`config.mk`:
```
export PLATFORM = sky130hd
export DESIGN_NAME = fp_to_axil_burst
export DESIGN_NICKNAME = d
export VERILOG_FILES = /design/src/rtl/fp_to_axil_burst.sv
export SDC_FILE = /design/constraint.sdc
export NUM_CORES = 1
export LEC_CHECK = 0
export ABC_CLOCK_PERIOD_IN_PS = 6900
export BUFFER_PORTS_ARGS = -buffer_cell sky130_fd_sc_hd__clkbuf_2
export CAP_MARGIN = 10
export CORE_AREA = 8 8 338 340
export CTS_CLUSTER_SIZE = 25
export DETAILED_ROUTE_END_ITERATION = 10
export DIE_AREA = 0 0 346 348
export GPL_ROUTABILITY_DRIVEN = 0
export PLACE_DENSITY_LB_ADDON = 0.1
export SYNTH_ARGS = -nofsm -noshare
export SYNTH_HDL_FRONTEND = slang
export SYNTH_SLANG_ARGS = --single-unit
```
`constraint.sdc`:
```
create_clock -name aclk -period 6.9 [get_ports aclk]
set_clock_uncertainty 0.15 [all_clocks]
set_input_delay 1.38 -clock aclk [delete_from_list [all_inputs] [get_ports aclk]]
set_output_delay 1.38 -clock aclk [all_outputs]
set_load 0.03 [all_outputs]
```
`src/rtl/fp_to_axil_burst.sv`:
```
// FrontPanel wire/trigger/pipe endpoints driving an AXI-Lite master that runs counted
// single-beat bursts; write data comes from a pipe-in FIFO and read data goes to a pipe-out FIFO.

module fp_axil_fifo #(
   parameter int WIDTH = 32,
   parameter int DEPTH = 16
) (
   input  logic             clk,
   input  logic             rst,
   input  logic             flush,
   input  logic             push,
   input  logic [WIDTH-1:0] din,
   input  logic             pop,
   output logic [WIDTH-1:0] dout,
   output logic             full,
   output logic             empty
);
   localparam int AW = $clog2(DEPTH);
   localparam logic [AW:0] PTR_ONE = {{AW{1'b0}}, 1'b1};

   logic [WIDTH-1:0] mem_q [DEPTH];
   logic [AW:0]      wr_ptr_q, wr_ptr_d, rd_ptr_q, rd_ptr_d;
   logic             push_ok, pop_ok;

   // Extra pointer bit tells full from empty when the index bits match
   assign empty   = (wr_ptr_q == rd_ptr_q);
   assign full    = (wr_ptr_q[AW] != rd_ptr_q[AW]) && (wr_ptr_q[AW-1:0] == rd_ptr_q[AW-1:0]);
   assign push_ok = push && !full;
   assign pop_ok  = pop && !empty;
   assign dout    = empty ? '0 : mem_q[rd_ptr_q[AW-1:0]];

   always_comb begin
      wr_ptr_d = wr_ptr_q;
      rd_ptr_d = rd_ptr_q;
      if (flush) begin
         wr_ptr_d = '0;
         rd_ptr_d = '0;
      end else begin
         if (push_ok) wr_ptr_d = wr_ptr_q + PTR_ONE;
         if (pop_ok)  rd_ptr_d = rd_ptr_q + PTR_ONE;
      end
   end

   always_ff @(posedge clk) begin
      if (rst) begin
         wr_ptr_q <= '0;
         rd_ptr_q <= '0;
      end else begin
         wr_ptr_q <= wr_ptr_d;
         rd_ptr_q <= rd_ptr_d;
      end
   end

   always_ff @(posedge clk) begin
      if (push_ok && !flush) mem_q[wr_ptr_q[AW-1:0]] <= din;
   end
endmodule

module fp_to_axil_burst #(
   parameter int ADDR_WIDTH = 32,
   parameter int DATA_WIDTH = 32,
   parameter int FIFO_DEPTH = 16
) (
   input  logic                    aclk,
   input  logic                    areset,
   input  logic [ADDR_WIDTH-1:0]   ep_addr,
   input  logic [15:0]             ep_count,
   input  logic                    ep_incr,
   input  logic [31:0]             ep_timeout,
   input  logic [31:0]             ep_trigger,
   output logic                    ep_trigger_clk,
   output logic [31:0]             ep_status,
   input  logic [DATA_WIDTH-1:0]   pi_data,
   input  logic                    pi_write,
   output logic [DATA_WIDTH-1:0]   po_data,
   input  logic                    po_read,
   output logic [ADDR_WIDTH-1:0]   m_axil_awaddr,
   output logic [2:0]              m_axil_awprot,
   output logic                    m_axil_awvalid,
   input  logic                    m_axil_awready,
   output logic [DATA_WIDTH-1:0]   m_axil_wdata,
   output logic [DATA_WIDTH/8-1:0] m_axil_wstrb,
   output logic                    m_axil_wvalid,
   input  logic                    m_axil_wready,
   input  logic [1:0]              m_axil_bresp,
   input  logic                    m_axil_bvalid,
   output logic                    m_axil_bready,
   output logic [ADDR_WIDTH-1:0]   m_axil_araddr,
   output logic [2:0]              m_axil_arprot,
   output logic                    m_axil_arvalid,
   input  logic                    m_axil_arready,
   input  logic [DATA_WIDTH-1:0]   m_axil_rdata,
   input  logic [1:0]              m_axil_rresp,
   input  logic                    m_axil_rvalid,
   output logic                    m_axil_rready
);
   localparam logic [ADDR_WIDTH-1:0] ADDR_STEP = ADDR_WIDTH'(DATA_WIDTH / 8);

   typedef enum logic [2:0] {IDLE, W_ISSUE, W_RESP, R_ISSUE, R_DATA, DONE} state_t;

   state_t                  state_q, state_d;
   logic [ADDR_WIDTH-1:0]   addr_q, addr_d;
   logic [15:0]             remain_q, remain_d;
   logic [15:0]             beats_q, beats_d;
   logic                    incr_q, incr_d;
   logic [31:0]             tmo_q, tmo_d;
   logic [31:0]             timer_q, timer_d;
   logic                    err_q, err_d;
   logic                    tmo_flag_q, tmo_flag_d;
   logic [1:0]              resp_q, resp_d;
   logic                    aw_done_q, aw_done_d;
   logic                    w_done_q, w_done_d;
   logic                    pi_ovf_q, pi_ovf_d;

   logic                    busy, idle_like, tmo_hit, fifo_flush;
   logic                    aw_fire, w_fire, b_fire, ar_fire, r_fire, beat_fire;
   logic [1:0]              beat_resp;
   logic [DATA_WIDTH-1:0]   pi_head;
   logic                    pi_full, pi_empty, po_full, po_empty;
   logic                    unused_trig;

   assign unused_trig    = ^ep_trigger[31:3];
   assign ep_trigger_clk = aclk;

   assign busy      = (state_q == W_ISSUE) || (state_q == W_RESP) ||
                      (state_q == R_ISSUE) || (state_q == R_DATA);
   assign idle_like = (state_q == IDLE) || (state_q == DONE);
   assign tmo_hit   = busy && (tmo_q != 32'd0) && ((timer_q + 32'd1) == tmo_q);
   assign fifo_flush = idle_like && ep_trigger[2];

   // awvalid stays up after an early w handshake even if that pop emptied the FIFO
   assign m_axil_awvalid = (state_q == W_ISSUE) && !aw_done_q && (w_done_q || !pi_empty);
   assign m_axil_wvalid  = (state_q == W_ISSUE) && !w_done_q && !pi_empty;
   assign m_axil_bready  = (state_q == W_RESP);
   assign m_axil_arvalid = (state_q == R_ISSUE) && !po_full;
   assign m_axil_rready  = (state_q == R_DATA);
   assign m_axil_awaddr  = addr_q;
   assign m_axil_araddr  = addr_q;
   assign m_axil_awprot  = 3'b000;
   assign m_axil_arprot  = 3'b000;
   assign m_axil_wstrb   = '1;
   assign m_axil_wdata   = m_axil_wvalid ? pi_head : '0;

   assign aw_fire   = m_axil_awvalid && m_axil_awready;
   assign w_fire    = m_axil_wvalid && m_axil_wready;
   assign b_fire    = m_axil_bready && m_axil_bvalid;
   assign ar_fire   = m_axil_arvalid && m_axil_arready;
   assign r_fire    = m_axil_rready && m_axil_rvalid;
   assign beat_fire = b_fire || r_fire;
   assign beat_resp = b_fire ? m_axil_bresp : m_axil_rresp;

   assign ep_status = {beats_q, 7'd0, pi_ovf_q, po_empty, pi_full, resp_q,
                       tmo_flag_q, err_q, (state_q == DONE), busy};

   fp_axil_fifo #(.WIDTH(DATA_WIDTH), .DEPTH(FIFO_DEPTH)) u_pi_fifo (
      .clk(aclk), .rst(areset), .flush(fifo_flush), .push(pi_write), .din(pi_data),
      .pop(w_fire), .dout(pi_head), .full(pi_full), .empty(pi_empty));

   fp_axil_fifo #(.WIDTH(DATA_WIDTH), .DEPTH(FIFO_DEPTH)) u_po_fifo (
      .clk(aclk), .rst(areset), .flush(fifo_flush), .push(r_fire), .din(m_axil_rdata),
      .pop(po_read), .dout(po_data), .full(po_full), .empty(po_empty));

   always_comb begin
      state_d    = state_q;
      addr_d     = addr_q;
      remain_d   = remain_q;
      beats_d    = beats_q;
      incr_d     = incr_q;
      tmo_d      = tmo_q;
      timer_d    = busy ? timer_q + 32'd1 : timer_q;
      err_d      = err_q;
      tmo_flag_d = tmo_flag_q;
      resp_d     = resp_q;
      aw_done_d  = aw_done_q;
      w_done_d   = w_done_q;
      pi_ovf_d   = pi_ovf_q || (pi_write && pi_full);

      case (state_q)
         IDLE, DONE: begin
            if (ep_trigger[2]) begin
               err_d      = 1'b0;
               tmo_flag_d = 1'b0;
               resp_d     = 2'b00;
               pi_ovf_d   = 1'b0;
               state_d    = IDLE;
            end
            if (ep_trigger[0] || ep_trigger[1]) begin
               addr_d    = ep_addr;
               remain_d  = ep_count;
               incr_d    = ep_incr;
               tmo_d     = ep_timeout;
               timer_d   = '0;
               beats_d   = '0;
               aw_done_d = 1'b0;
               w_done_d  = 1'b0;
               if (ep_count == 16'd0)  state_d = DONE;
               else if (ep_trigger[0]) state_d = W_ISSUE;
               else                    state_d = R_ISSUE;
            end
         end
         W_ISSUE: begin
            aw_done_d = aw_done_q || aw_fire;
            w_done_d  = w_done_q || w_fire;
            if (aw_done_d && w_done_d) begin
               state_d   = W_RESP;
               aw_done_d = 1'b0;
               w_done_d  = 1'b0;
            end else if (tmo_hit) begin
               state_d    = DONE;
               tmo_flag_d = 1'b1;
               aw_done_d  = 1'b0;
               w_done_d   = 1'b0;
            end
         end
         R_ISSUE: begin
            if (ar_fire) begin
               state_d = R_DATA;
            end else if (tmo_hit) begin
               state_d    = DONE;
               tmo_flag_d = 1'b1;
            end
         end
         W_RESP, R_DATA: begin
            if (!beat_fire && tmo_hit) begin
               state_d    = DONE;
               tmo_flag_d = 1'b1;
            end
         end
         default: state_d = IDLE;
      endcase

      // A completed beat either ends the burst or re-issues from the matching issue state
      if (beat_fire) begin
         beats_d = beats_q + 16'd1;
         resp_d  = beat_resp;
         timer_d = '0;
         if (beat_resp != 2'b00) begin
            err_d   = 1'b1;
            state_d = DONE;
         end else begin
            if (incr_q) addr_d = addr_q + ADDR_STEP;
            remain_d = remain_q - 16'd1;
            if (remain_q == 16'd1)     state_d = DONE;
            else if (state_q == W_RESP) state_d = W_ISSUE;
            else                       state_d = R_ISSUE;
         end
      end
   end

   always_ff @(posedge aclk) begin
      if (areset) begin
         state_q    <= IDLE;
         addr_q     <= '0;
         remain_q   <= '0;
         beats_q    <= '0;
         incr_q     <= 1'b0;
         tmo_q      <= '0;
         timer_q    <= '0;
         err_q      <= 1'b0;
         tmo_flag_q <= 1'b0;
         resp_q     <= 2'b00;
         aw_done_q  <= 1'b0;
         w_done_q   <= 1'b0;
         pi_ovf_q   <= 1'b0;
      end else begin
         state_q    <= state_d;
         addr_q     <= addr_d;
         remain_q   <= remain_d;
         beats_q    <= beats_d;
         incr_q     <= incr_d;
         tmo_q      <= tmo_d;
         timer_q    <= timer_d;
         err_q      <= err_d;
         tmo_flag_q <= tmo_flag_d;
         resp_q     <= resp_d;
         aw_done_q  <= aw_done_d;
         w_done_q   <= w_done_d;
         pi_ovf_q   <= pi_ovf_d;
      end
   end
endmodule

```
Word level (Yosys, flattened, before mapping)
Memory sizes are Yosys's and may differ from the RTL's. A register that Yosys moved wholly into a read port is not among the register bits.
Index checks and enable logic that the tools add are counted.

cells by class
  add/subtract/negate cells = 8
  $mul = 0
  divide/modulo/power cells = 0
  magnitude comparators = 0
  equality and inequality tests = 20
  shift operators = 0
  multiplexer cells = 62
  bitwise operators = 0
  reductions and logical operators = 61

operators with widths
  operator                                                                 number
  32-bit two-way mux                                                       11
  16-bit two-way mux                                                       7
  32-bit by 1-bit adder with 32-bit output (second input constant)         1
  32-bit by 3-bit adder with 32-bit output (second input constant)         1
  32-bit equality test                                                     1
  32-bit nonzero test                                                      1
  3-bit two-way mux                                                        10
  1-bit logical AND                                                        24
  5-bit by 1-bit adder with 5-bit output (second input constant)           4
  1-bit two-way mux                                                        20
  16-bit by 1-bit adder with 16-bit output (second input constant)         1
  16-bit by 1-bit equality test with 1-bit output (second input constant)  1
  16-bit logical NOT                                                       1
  4-bit two-way mux                                                        4
  16-bit by 1-bit subtractor with 16-bit output (second input constant)    1
  2-bit two-way mux                                                        6
  3-bit one-hot mux with 4 select lines                                    1
  5-bit equality test                                                      2
  1-bit logical OR                                                         10
  2-bit inequality test (second input constant)                            5
  2-bit AND reduction                                                      5
  2-bit nonzero test                                                       5
  4-bit equality test                                                      2
  1-bit logical NOT                                                        8
  other kinds (12)                                                         19

word-level totals
  register bits after elaboration = 159
  bits in latches = 0
  bits in writable memories = 1024
  bits in read-only memories = 0
  bits of input ports = 190
  output and inout bits = 176
  logic and storage cells = 170
  memories = 2

memory list
  memory           depth  bits a word  read ports  clocked after memory_dff  write ports  line  RTL
  u_pi_fifo.mem_q  16     32           1           1                         1            21    logic [WIDTH-1:0] mem_q [DEPTH];
  u_po_fifo.mem_q  16     32           1           1                         1            21

Depth between registers and ports, before layout
Gate-level depths: netlist of the first run.

  depth in word-level cells = 10
  gate-level depth with buffers = 11
  gate-level depth less buffers = 9

By module
Synthesis of the first run repeated with hierarchy kept, for this count alone.

unflattened totals
  cell total of the unflattened synthesis = 2929
  area, all modules = 48681.7 µm²

modules (own cells, without submodules)
  module                     instances  cells each  area an instance (µm²)
  fp_axil_fifo at u_pi_fifo  1          894         20029.2
  fp_axil_fifo at u_po_fifo  1          894         20028.0
  fp_to_axil_burst           1          1141        8624.5

==> results_dict.tcl, run 1 <==
set metrics [dict create \
    pwr-share-seq_pct 47.8 \
    p_sw_uw 4720 \
    worstMarginPinSlew_ps 1190 \
    clock_latency_ps 740 \
    synth_top_family_by_area "multiplexers" \
    synth-simple-area-share_pct 6.74 \
    cp.arrival_ps 4290 \
    synthAdderAreaFrac_pct 0.387 \
    startpoint "aclk" \
    r2r_start "state_q[1]$_SDFFE_PP0P_" \
    syn_to_final_growth_pct 15.1 \
    io_buffers 319 \
    ys_types 68 \
    outcome "complete, no violations" \
    grt_pass1_wl_mm 183 \
    cts_tree "yes" \
    clkPwrFrac_pct 38.8 \
    cts.clk_slew.worst_paths_ps 50 \
    final_util_pct 51.1 \
    synthCells 2907 \
    stdcell_area_um2 55900 \
    synthMuxAreaShare_pct 13.3 \
    cts-resized-gates 0 \
    final-hold-violation-count 0 \
    drcViolationCount 0 \
    yosys.area.top_type "edfxtp_1" \
    ctsHoldBuffers 0 \
    rsz0062_at_grt "no" \
    initial_core_util_pct 44.4 \
    worstSetupStartpointType "clock port" \
    die_w_um 346 \
    stdcell_count 4743 \
    synth_area_per_cell_um2 16.7 \
    die_h_um 348 \
    required_ps 5370 \
    synth-seq-cells 1191 \
    total_power_uw 17600 \
    setup_tns_ps 0 \
    placed_cells 4499 \
    post_cts_buffers 0 \
    power_frac_comb_pct 13.4 \
    hold_class "reg2reg" \
    cts.path.max_buffers 3 \
    wl_per_cell_um 25.9 \
    setup_viol 0 \
    endpoint_kind "primary output" \
    seq_area_frac_synth_pct 70.2 \
    async_flop_share_pct 0 \
    antenna_found_initial 10 \
    reg2reg_slack_ps 2710 \
    synthTopCellsByCount "1024 x edfxtp_1, 256 x mux4_2, 167 x dfxtp_1" \
    cts_inserted_buffers 131 \
    internal_power_uw 12900 \
    cap_viol_max_count 0 \
    critPathKind "clk2out" \
    drive_above_1_share_pct 26.4 \
    grt_max_degree 74 \
    row_count 122 \
    core_area_um2 109000 \
    hold_path_depth 2 \
    synth_ff_type "edfxtp_1" \
    synth-edff-count 1024 \
    leakage_uw 0.0179 \
    dpl_cell_area_um2 51600 \
    overflow 0 \
    dieArea_um2 120000 \
    r2r-end "m_axil_araddr[29]$_SDFF_PP0_" \
    p_per_area_nw_per_um2 315 \
    viasPerCell 5.80 \
    ios 366 \
    yosys-top-cells-area "edfxtp_1 63%, mux4_2 12%, dfxtp_1 6.9%" \
    htree_levels 4 \
    relSlewSlack_pct 20.0 \
    grt_pass1_vias 28100 \
    sw_frac_of_total_pct 26.8 \
    vias 27500 \
    ant_nets 0 \
    fin_nets 3412 \
    ys_warn_count 0 \
    r2r_cells 8 \
    critPathMaxFanout 16 \
    finalMaxSlewViolations 0 \
    drtIter0Drc 2297 \
    synth_top_area_share_pct 63.3 \
    root_buffer "clkbuf_16" \
    cp-endpoint "ep_trigger_clk" \
    dp_hpwl_mm 72.5 \
    wl_mm 123 \
    synth_most_common_cell "edfxtp_1" \
    synth_compound_area_share_pct 5.09 \
    first_pass_iters 6 \
    netlist_area_um2 48500 \
    synth_xor_area_share_pct 1.77 \
    grt_use_total_pct 19.9 \
    vdd_drop_max_mv 0.226 \
]
[final cells by class]
| class | count | area [um^2] |
|---|---|---|
| fillers | 9032 | 53400 |
| flip-flops and latches | 1191 | 34100 |
| multi-input cells | 1480 | 13600 |
| inverters | 22 | 82.6 |
| well taps | 1426 | 1780 |
| clock inverters | 63 | 591 |
| repair buffers | 380 | 2120 |
| diodes | 9 | 22.5 |
| clock buffers | 172 | 3600 |
[layer usage]
layer | vias to the layer above | share of wire, % | track usage (%)
met2 | 904 | 49 | 32.9
met4 | 2 | 2.5 | 5.87
li1 | 12100 | - | -
met3 | 186 | 6.0 | 4.35
met5 | - | 0.012 | 0
met1 | 14300 | 43 | 26.6
[cells in the final DEF (no fill, tap or decap), drive strengths merged, types with 50 or more instances in the layout]
master / count
buf: 63
nor2b: 72
clkbuf: 489
dfxtp: 167
a211oi: 134
mux4: 256
a21oi: 109
nand2: 159
o21ai: 50
mux2i: 68
nor2: 162
edfxtp: 1024
[flip-flops by register name (all words and copies together) (netlist names), 5 cells and up, named ones only]
register            flops
tmo_q                  32
u_pi_fifo.wr_ptr_q      5
m_axil_araddr          32
u_po_fifo.rd_ptr_q      5
beats_q                16
u_pi_fifo.mem_q       512
timer_q                32
remain_q               16
u_po_fifo.mem_q       512
u_pi_fifo.rd_ptr_q      5
u_po_fifo.wr_ptr_q      5
[cell families after synthesis]
family / Yosys count
other: 2
muxes: 325
xor gates and xnor gates: 98
DFF: 1191
adders and majority gates: 15
AOI/OAI and AO/OA: 373
and+or+nand+nor: 652
buffers and inverters: 251
[power by group through the flow]
stage	Clock (uW)	Combinational [uW]	Sequential, uW
floorplan	21.7	1600	8560
global placement	18.1	2320	8520
CTS	6990	2360	8390
finish	6830	2360	8400
detailed placement	18.1	2350	8540
global route	7240	2550	8430
[metrics by stage]
| stage | worst slack, ps | hold WS (ps) |
|---|---|---|
| after floorplan | 1550 | 288 |
| after global placement | 1760 | 302 |
| after detailed placement | 1760 | 305 |
| after CTS | 1030 | 319 |
| after global routing | 1030 | 335 |
| final | 1080 | 318 |
[worst min path at each step]
| stage | start | end |
|---|---|---|
| after floorplan | pi_ovf_q$_SDFF_PP0_ | pi_ovf_q$_SDFF_PP0_ |
| after global routing | pi_ovf_q$_SDFF_PP0_ | pi_ovf_q$_SDFF_PP0_ |
| after detailed placement | pi_ovf_q$_SDFF_PP0_ | pi_ovf_q$_SDFF_PP0_ |
| final | pi_ovf_q$_SDFF_PP0_ | pi_ovf_q$_SDFF_PP0_ |
| after global placement | remain_q[9]$_SDFF_PP0_ | remain_q[9]$_SDFF_PP0_ |
| after CTS | pi_ovf_q$_SDFF_PP0_ | pi_ovf_q$_SDFF_PP0_ |
[critical path, cell delays in order]
cell and delay [ps]:
clkbuf_16 240, clkbuf_16 240, clkbuf_16 170, clkbuf_2 180
(Power assumes the default switching activity.)
==> run 2, diff against run 1 <==
--- a/config.mk
+++ b/config.mk
@@ -5,7 +5,7 @@
 export SDC_FILE = /design/constraint.sdc
 export NUM_CORES = 1
 export LEC_CHECK = 0
-export ABC_CLOCK_PERIOD_IN_PS = 6900
+export ABC_CLOCK_PERIOD_IN_PS = 5100
 export BUFFER_PORTS_ARGS = -buffer_cell sky130_fd_sc_hd__clkbuf_2
 export CAP_MARGIN = 10
 export CORE_AREA = 8 8 338 340
==> constraint.sdc (replaced) <==
create_clock -name aclk -period 5.1 [get_ports aclk]
set_clock_uncertainty 0.15 [all_clocks]
set_input_delay 1.02 -clock aclk [delete_from_list [all_inputs] [get_ports aclk]]
set_output_delay 1.02 -clock aclk [all_outputs]
set_load 0.03 [all_outputs]
==> run 2 against run 1 <==
Effect of this change:
- sequential share of layout area decreased by 0.38 points
- total power rose by 37%
- die area unchanged
- critical path depth did not move
- first-iteration DRC count fell by 11%
==> results_dict.tcl, run 2 (synthesis results as in run 1) <==
set metrics [dict create \
    overflow 0 \
    initial_core_util_pct 44.4 \
    worstMarginPinSlew_ps 1130 \
    endpoint_kind "primary output" \
    finalMaxSlewViolations 0 \
    placed_cells 4524 \
    syn_to_final_growth_pct 15.8 \
    vdd_drop_max_mv 0.320 \
    dp_hpwl_mm 71.9 \
    route.met3.wl_mm 7.20 \
    cap_viol_max_count 0 \
    r2r_start "m_axil_araddr[12]$_SDFF_PP0_" \
    reg2reg_slack_ps 1490 \
    die_h_um 348 \
    total_power_uw 24000 \
    sw_frac_of_total_pct 26.6 \
    ant_nets 0 \
    drcViolationCount 0 \
    setup_tns_ps 0 \
    wl_met1_mm 52.5 \
    fin_nets 3426 \
    wl_per_cell_um 25.7 \
    cp.arrival_ps 3750 \
    power_frac_comb_pct 13.4 \
    r2r-end "m_axil_araddr[31]$_SDFF_PP0_" \
    drtIter0Drc 2054 \
    dieArea_um2 120000 \
    htree_levels 3 \
    rsz0062_at_grt "no" \
    first_pass_iters 5 \
    ios 366 \
    fmax_mhz 203 \
    layout_commonest_cell "edfxtp_1" \
    dpl_cell_area_um2 51900 \
    final_cell_mix "1024 x edfxtp_1, 318 x clkbuf_2, 256 x mux4_2, 159 x nand2_1, 159 x dfxtp_1" \
    cts.path.max_buffers 3 \
    clkPwrFrac_pct 39.3 \
    dp_slack_ps 816 \
    viasPerCell 5.77 \
    leakage_uw 0.0181 \
    cts_inserted_buffers 121 \
    vias 27400 \
    critPathMaxFanout 35 \
    row_count 122 \
    die_w_um 346 \
    cts.clk_slew.worst_paths_ps 60 \
    required_ps 3930 \
    clock_latency_ps 730 \
    route.met2.wl_mm 59.3 \
    stdcell_count 4755 \
    ctsHoldBuffers 0 \
    fin_crit_sh_pct 96.4 \
    grt_use_total_pct 19.8 \
    cts_tree "yes" \
    worstSetupStartpointType "flip-flop" \
    pwr-share-seq_pct 47.3 \
    io_buffers 319 \
    finalWorstSetupSlack_ps 182 \
    grt_max_degree 79 \
    critPathKind "reg2out" \
    fin_crit_ps 4920 \
    setup_viol 0 \
    outcome "complete, no violations" \
    startpoint "state_q[0]$_SDFFE_PP0P_" \
    core_area_um2 109000 \
    p_per_area_nw_per_um2 427 \
    cp-endpoint "m_axil_wdata[2]" \
    drive_above_1_share_pct 27.3 \
    r2r_cells 7 \
    grt_pass1_vias 28300 \
    hold_class "reg2reg" \
    p_sw_uw 6380 \
    final-hold-violation-count 0 \
    grt_pass1_wl_mm 182 \
    stdcell_area_um2 56200 \
    post_cts_buffers 0 \
    relSlewSlack_pct 24.8 \
    wl_mm 122 \
    antenna_found_initial 7 \
    internal_power_uw 17600 \
    root_buffer "clkbuf_16" \
    highest_layer "met5" \
]
[run 2: final cells by class]
cell class	instances	area, um^2
Fill cell	8967	53100
Sequential cell	1191	34100
Multi-Input combinational cell	1480	13600
Clock buffer	148	3180
Timing Repair Buffer	404	2390
Tap cell	1426	1780
Clock inverter	80	1110
Inverter	22	82.6
Antenna cell	4	10.0
[run 2: worst max-delay path: stages (launching register included)]
cell	delay, ps
dfxtp_1	540
or3b_2	540
or3_2	900
a211oi_1	670
clkbuf_2	310
[run 2: per-layer routing]
layer  up-vias  track usage (%)
li1      12100                -
met1     14200             26.7
met2       880             33.0
met3       184             3.65
met4         4             5.89
met5         -                0
[run 2: power groups by stage]
stage	clock network [uW]	registers [uW]	logic, uW
after floorplan	29.4	11600	2170
after global placement	24.5	11500	3170
after detailed placement	24.5	11600	3230
after CTS	9710	11300	3240
after global routing	10100	11400	3490
final	9450	11400	3210
[run 2: stage by stage]
step / utilization (%) / hold slack [ps]
finish: 51.5 / 315
floorplan: - / 288
global placement: 47.5 / 303
CTS: 51.4 / 286
detailed placement: 47.5 / 306
global route: 51.4 / 324
[run 2: worst min path at each step]
stage / startpoint / cells past startpoint / endpoint
after floorplan: pi_ovf_q$_SDFF_PP0_ / 2 / pi_ovf_q$_SDFF_PP0_
after global placement: remain_q[9]$_SDFF_PP0_ / 2 / remain_q[9]$_SDFF_PP0_
after detailed placement: pi_ovf_q$_SDFF_PP0_ / 2 / pi_ovf_q$_SDFF_PP0_
after CTS: ep_timeout[23] / 3 / tmo_q[23]$_SDFFE_PP0P_
after global routing: ep_timeout[21] / 3 / tmo_q[21]$_SDFFE_PP0P_
final: pi_ovf_q$_SDFF_PP0_ / 2 / pi_ovf_q$_SDFF_PP0_
[run 2: timing repair]
| item | in CTS | in global routing |
|---|---|---|
| setup endpoints to repair | 0 | 1 |
| endpoints found under the hold margin | 0 | 0 |
| resized for setup | 0 | 1 |
